===== src/rtl/lstm_seq_ctrl.sv =====
// Sequencer in front of the LSTM cell: takes one sample per timestep, holds the
// cell inputs stable for CELL_LATENCY cycles, captures the recurrent state and emits h.
module lstm_seq_ctrl #(
  parameter int DATA_WIDTH   = 16,
  parameter int FRACT_WIDTH  = 8,
  parameter int CELL_LATENCY = 0,
  parameter int CNT_W        = 8
) (
  input  logic                  clk,
  input  logic                  rst,
  input  logic                  x_valid,
  output logic                  x_ready,
  input  logic [DATA_WIDTH-1:0] x_data,
  input  logic                  x_first,
  input  logic                  x_last,
  output logic [DATA_WIDTH-1:0] cell_x,
  output logic [DATA_WIDTH-1:0] cell_c_in,
  output logic [DATA_WIDTH-1:0] cell_h_in,
  input  logic [DATA_WIDTH-1:0] cell_c_out,
  input  logic [DATA_WIDTH-1:0] cell_h_out,
  output logic                  y_valid,
  input  logic                  y_ready,
  output logic [DATA_WIDTH-1:0] y_data,
  output logic                  y_last,
  output logic [CNT_W-1:0]      step_count,
  output logic                  seq_err
);

  // state  | meaning
  // S_IDLE | ready for the next sample
  // S_WAIT | cell inputs held, counting down the cell latency
  // S_OUT  | captured h_out offered downstream until accepted

  if (FRACT_WIDTH >= DATA_WIDTH || CELL_LATENCY < 0 || CELL_LATENCY > 15) begin : g_bad_param
    $error("lstm_seq_ctrl: illegal FRACT_WIDTH or CELL_LATENCY");
  end

  typedef enum logic [1:0] {S_IDLE, S_WAIT, S_OUT} state_t;

  localparam logic [3:0] LAT_LOAD = 4'(CELL_LATENCY);

  state_t                state;
  logic [3:0]            lat_cnt;
  logic [DATA_WIDTH-1:0] x_reg;
  logic [DATA_WIDTH-1:0] c_state;
  logic [DATA_WIDTH-1:0] h_state;
  logic                  last_reg;
  logic                  open;

  // The cell only ever sees registered values, never the live input stream.
  assign cell_x    = x_reg;
  assign cell_c_in = c_state;
  assign cell_h_in = h_state;

  always_ff @(posedge clk or posedge rst) begin
    if (rst) begin
      state      <= S_IDLE;
      lat_cnt    <= '0;
      x_reg      <= '0;
      c_state    <= '0;
      h_state    <= '0;
      last_reg   <= 1'b0;
      open       <= 1'b0;
      x_ready    <= 1'b0;
      y_valid    <= 1'b0;
      y_data     <= '0;
      y_last     <= 1'b0;
      step_count <= '0;
      seq_err    <= 1'b0;
    end else begin
      case (state)
        S_IDLE: begin
          x_ready <= 1'b1;
          if (x_valid && x_ready) begin
            x_reg    <= x_data;
            last_reg <= x_last;
            lat_cnt  <= LAT_LOAD;
            x_ready  <= 1'b0;
            state    <= S_WAIT;
            // A missing x_first on a closed sequence is flagged but still starts one.
            if (x_first || !open) begin
              c_state    <= '0;
              h_state    <= '0;
              step_count <= '0;
              open       <= 1'b1;
            end
            if (!x_first && !open) seq_err <= 1'b1;
          end
        end
        S_WAIT: begin
          if (lat_cnt == 4'd0) begin
            c_state <= cell_c_out;
            h_state <= cell_h_out;
            y_data  <= cell_h_out;
            y_last  <= last_reg;
            y_valid <= 1'b1;
            if (step_count != {CNT_W{1'b1}}) step_count <= step_count + 1'b1;
            if (last_reg) open <= 1'b0;
            state <= S_OUT;
          end else begin
            lat_cnt <= lat_cnt - 4'd1;
          end
        end
        S_OUT: begin
          if (y_ready) begin
            y_valid <= 1'b0;
            x_ready <= 1'b1;
            state   <= S_IDLE;
          end
        end
        default: begin
          state   <= S_IDLE;
          x_ready <= 1'b0;
          y_valid <= 1'b0;
        end
      endcase
    end
  end

endmodule


===== config.mk =====
export PLATFORM = sky130hd
export DESIGN_NAME = lstm_seq_ctrl
export DESIGN_NICKNAME = d
export VERILOG_FILES = /design/src/rtl/lstm_seq_ctrl.sv
export SDC_FILE = /design/constraint.sdc
export NUM_CORES = 1
export LEC_CHECK = 0
export CAP_MARGIN = 20
export CORE_UTILIZATION = 40
export CTS_CLUSTER_SIZE = 16
export DETAILED_ROUTE_END_ITERATION = 12
export PLACE_DENSITY_LB_ADDON = 0.3
export SYNTH_ARGS = -nofsm -noshare
export SYNTH_HDL_FRONTEND = slang
export SYNTH_SLANG_ARGS = --single-unit

===== constraint.sdc =====
create_clock -name clk -period 2.7 [get_ports clk]
set_input_delay 0.54 -clock clk [delete_from_list [all_inputs] [get_ports clk]]
set_output_delay 0.54 -clock clk [all_outputs]
set_load 0.05 [all_outputs]

# Yosys cells after proc, flatten, opt, wreduce, memory -nomap -nowiden
# Cells that the tools add are included.
totals:
  regBits: 84
  in_bits: 54
  out_inout_bits: 76
  word_cells: 74
classes:
  n_addsub: 2
  n_eq_ne: 10
  mux: 29
  n_bitwise: 2
  reduce_logical: 18
ops:
  columns: ["cell", "count"]
  rows:
  - ["$mux 16", 4]
  - ["$pmux 16 s2", 2]
  - ["$mux 8", 4]
  - ["$pmux 8 s2", 1]
  - ["$ne 2x2->1 const B", 7]
  - ["$reduce_and 3->1", 4]
  - ["$reduce_and 5->1", 2]
  - ["$add 8x1->8 const B", 1]
  - ["$mux 1", 8]
  - ["$mux 4", 2]
  - ["$ne 8x8->1 const B", 1]
  - ["$pmux 4 s2", 1]
  - ["$mux 2", 3]
  - ["$pmux 1 s3", 2]
  - ["$pmux 2 s3", 1]
  - ["$reduce_and 2->1", 3]
  - ["$logic_not 4->1", 1]
  - ["$reduce_and 4->1", 1]
  - ["$sub 4x1->4 const B", 1]
  - ["$eq 2x1->1 const B", 1]
  - ["$eq 2x2->1 const B", 1]
  - ["$logic_and 1x1->1", 2]
  - ["$logic_not 1->1", 2]
  - ["$logic_not 2->1", 1]
  - ["other kinds (4)", 5]

# Depth between registers and ports, before layout
logic_depth:
  depth_word: 5
  ltp_mapped: 7
  depth_no_buf: 6

# Least setup slack after synthesis
# OpenSTA, ideal clock, no wires.
synth_path:
  kind: "flip-flop to flip-flop"
  from: "register step_count[3]"
  to: "register step_count[5]"
  t_arrival_ns: 1.648
  required_time_ns: 2.617
  path_slack_ns: 0.969
  stages_incl_launch_ff: 5
  path_buffers: 0
  period_less_slack_ns: 1.731
  path_cell_list: "dfrtp_1 and4_1 a41oi_1 a31o_2 a31oi_1"
synth_via:
  elab_chain_cells: 4
synth_rtl:
  columns: ["item", "line", "text"]
  rows:
  - ["start, declared", "25", "output logic [CNT_W-1:0] step_count,"]
  - ["start signal, assigned", "97", "if (step_count != {CNT_W{1'b1}}) step_count <= step_count + 1'b1;"]
  - ["$add 8x1->8", "97", null]
  - ["$mux 8", "97", null]
  - ["$mux 8", "91", "if (lat_cnt == 4'd0) begin"]
  - ["$pmux 8 s2", "71", "case (state)"]
# Several ways; a longest one is shown, not always the timed one. The select of a mux whose other input is x is not followed.
# A chain may end at the register's enable or synchronous reset.

# Worst setup path after layout
layout_path:
  from: "register step_count[2]"
  to: "output step_count[2]"
# No word-level cell between the ends.

==> flow_summary_export.csv <==
group,metric,value,unit
floorplan,num_io_pins,130,
logic_synthesis,ys_seq_elements,84,
pwr,leakagePower,2.32,nW
clock_network,postCtsSetupRepairBufs,0,
clock_network,tritoncts_num_sinks,84,
place,place.detailed.hpwl,5830,um
finish,layout.cells.most_common_list,"clkdlybuf4s50_1, nand2_1, dfrtp_1",
sta,hold_viol,0,
pwr,swShare,50.0,%
pwr,clockPowerShare,12.1,%
floorplan,floorplan.rows,33,
pwr,power_switching,3.68,mW
floorplan,initial_utilization,41.8,%
global_route,overflow,0,
worst_setup_path,worst-endpoint-arrival,1.68,ns
finish,fin_util,61.5,%
worst_setup_path,timing.critical_path.slowest_stage_cell,"clkdlybuf4s50_1",
logic_synthesis,yosysWarnings,0,
worst_setup_path,worstPathRequired,2.16,ns
global_route,first_global_vias,2903,
sta,grt_setup_unrepaired,"no",
job,max_cap_violations,0,
floorplan,die_h,95.2,um
logic_synthesis,synth_nets,415,
global_route,grt_pass1_wl,13400,um
logic_synthesis,part_of_the_yosys_area_used_for_sequential_elements,60.5,%
place,numPortBuffers,129,
route,wl_per_cell,13.6,um
clock_network,clkTransAtPathRegs,0.08,ns
sta,finClkSkew,0.0120,ns
clock_network,tritoncts,"done",
sta,timing.fmax,451,MHz
finish,nets,546,
finish,post_route_cells_drive_above_1_share,7.69,%
sta,finalCriticalPeriod,2.22,ns
floorplan,core_area,8300,um2
logic_synthesis,post-synth-top-area-fraction,60.5,%
finish,antennaDiodeCount,0,
pwr,comb_power_share,58.3,%
place,place_worst_setup_slack,0.518,ns
worst_setup_path,worst-path-max-fanout,8,
pwr,worst_vdd_drop,0.000696,V
sta,postLayoutSetupSlackWorst,0.480,ns
route,route.vias.total,2935,
worst_setup_path,criticalPathCategory,"reg -> out",
route,detail_route.iter0.violations,107,
finish,layout.cells.most_common,"clkdlybuf4s50_1",
worst_setup_path,worstPathCellList,"clkdlybuf4s50_1",
logic_synthesis,ys_top_cells_by_area,"dfrtp_1, nand2_1, o21ai_0",
worst_setup_path,top_cell_family_by_delay_on_the_critical_path,"buffers and inverters",
logic_synthesis,postSynthCellCount,358,
worst_setup_path,cpPeakStageDelay,0.85,ns
floorplan,die-width,95.2,um
route,routed_wl,8170,um
sta,timing.slew.headroom,58.1,%
route,dr_pass1_iterations,4,
pwr,power_density_over_cell_area,1440,nW/um2
clock_network,cts-root-buf,"clkbuf_8",
finish,filler_cell_count,734,
route,drc_errors,0,
sta,tightest_pin_transition,0.628,ns
outcome,status,"finished, final reports clean",
logic_synthesis,avgSynthCellArea,9.70,um2
global_route,grt_use_total,19.2,%
floorplan,fp.dieArea,9060,um2
clock_network,clock_path_buffers,2,
logic_synthesis,post_synth_num_cell_types,39,
global_route,grt_start_max_net_pins,36,
clock_network,cts_repair_resize_count,0,
place,dpl-instance-area,4910,um2
sta,final_max_slew_viol_count,0,
clock_network,ctsHtreeMaxLevel,3,
finish,area.growth.synth_to_final,47.1,%
pwr,share_seq_of_total_power,29.6,%
worst_setup_path,cp-end-kind,"output pin",
route,ant_nets,0,
worst_setup_path,timing.critical_path.from_type,"flop",
sta,fin_crit_sh,82.2,%
pwr,cellInternalPower,3.68,mW
clock_network,cts_buffers,9,
clock_network,cts_hold_buf,0,
worst_hold_path,min_delay_path_class,"reg -> reg",
sta,finalSetupViolations,0,
finish,final_cell_area,5110,um2
route,vias_per_cell,4.90,
logic_synthesis,post-synth-top-area-cell,"dfrtp_1",
logic_synthesis,synthesis.area,3470,um2
sta,final.setup.tns,0,ns
clock_network,worst_skew_pair.late_latency,0.36,ns
worst_setup_path,worstPathBufferInverterCount,1,
global_route,grt_antenna_before_repair,0,
place,routability_congestion_estimate,0.808,
==> logic make-up (layout without fill, tap and decap cells) <==
group	Yosys count	count (layout)	synth area share [%]
buffers and inverters	47	183	5.80
muxes	1	1	0.324
DFF	84	84	60.5
adders and majority gates	3	3	1.08
AOI/OAI and AO/OA	68	68	12.9
and+or+nand+nor	155	155	19.4
==> worst paths after layout <==
kind,cells past startpoint,start,slack [ns],to
min in group asynchronous,2,rst,0.61,y_data[11]$_DFFE_PP0P_
max,1,step_count[2]$_DFFE_PP0P_,0.48,step_count[2]
min,2,cell_x[8]$_DFFE_PP0P_,0.48,cell_x[8]$_DFFE_PP0P_
max reg2reg,7,lat_cnt[0]$_DFFE_PP0P_,0.65,cell_h_in[15]$_DFFE_PP0P_
min reg2reg,2,cell_x[8]$_DFFE_PP0P_,0.48,cell_x[8]$_DFFE_PP0P_
max in group asynchronous,3,rst,1.53,cell_c_in[11]$_DFFE_PP0P_
==> power by group through the flow <==
| stage | Clock [mW] | Sequential [mW] | Combinational, mW |
|---|---|---|---|
| finish | 0.892 | 2.18 | 4.29 |
| global route | 0.969 | 2.25 | 4.60 |
| CTS | 0.922 | 2.18 | 4.33 |
| detailed placement | 0 | 2.20 | 4.33 |
| global placement | 0 | 2.18 | 4.24 |
| floorplan | 0 | 3.81 | 1.29 |
==> synthesized netlist by cell type <==
cell and number:
and3_1 1, a31o_2 3, and4_1 1, mux2_2 1, nand2b_1 3, nand4bb_1 1, nor3_1 3, clkbuf_1 5
nand4_1 1, a31oi_1 2, a41oi_1 2, inv_1 29, nand3b_1 1, o21ai_0 29, a21bo_2 1, nor2_1 6
nand2_1 106, a21oi_1 11, a32o_1 1, nor2b_1 2, o31ai_1 1, nand3_1 24, o41ai_1 1, o22ai_4 1
a211oi_1 1, a21o_1 1, buf_2 11, o21a_1 2, ha_1 3, and2_1 1, a22o_1 10, nor2_2 2
nor3b_1 2, or3b_4 1, dfrtp_1 84, buf_4 1, o21ai_1 1, buf_6 1, a211oi_2 1
==> per-layer routing <==
layer,vias to the layer above,share of wire (%),global-route usage [%]
li1,1442,-,-
met1,1397,45,24.6
met2,89,47,31.0
met3,7,6.5,5.42
met4,0,0.97,6.82
met5,-,0,0
==> through the flow <==
stage / total power, mW / cells / hold slack [ns]
2_1_floorplan: 5.10 / 358 / 0.437
3_3_place_gp: 6.42 / 583 / 0.454
3_5_place_dp: 6.52 / 583 / 0.462
4_1_cts: 7.44 / 599 / 0.483
5_1_grt: 7.82 / 599 / 0.510
6_report: 7.35 / 599 / 0.480
==> area by class of cell <==
class	instances	area (um2)	share of cell area [%]
multi-input combinational	227	1180	23.0
clock buffer	9	124	2.43
timing repair buffer	138	1380	27.1
sequential	84	2100	41.2
tap	105	131	2.57
inverter	29	113	2.21
clock inverter	7	76.3	1.49
Note: power is estimated with default switching activity, not from simulation.
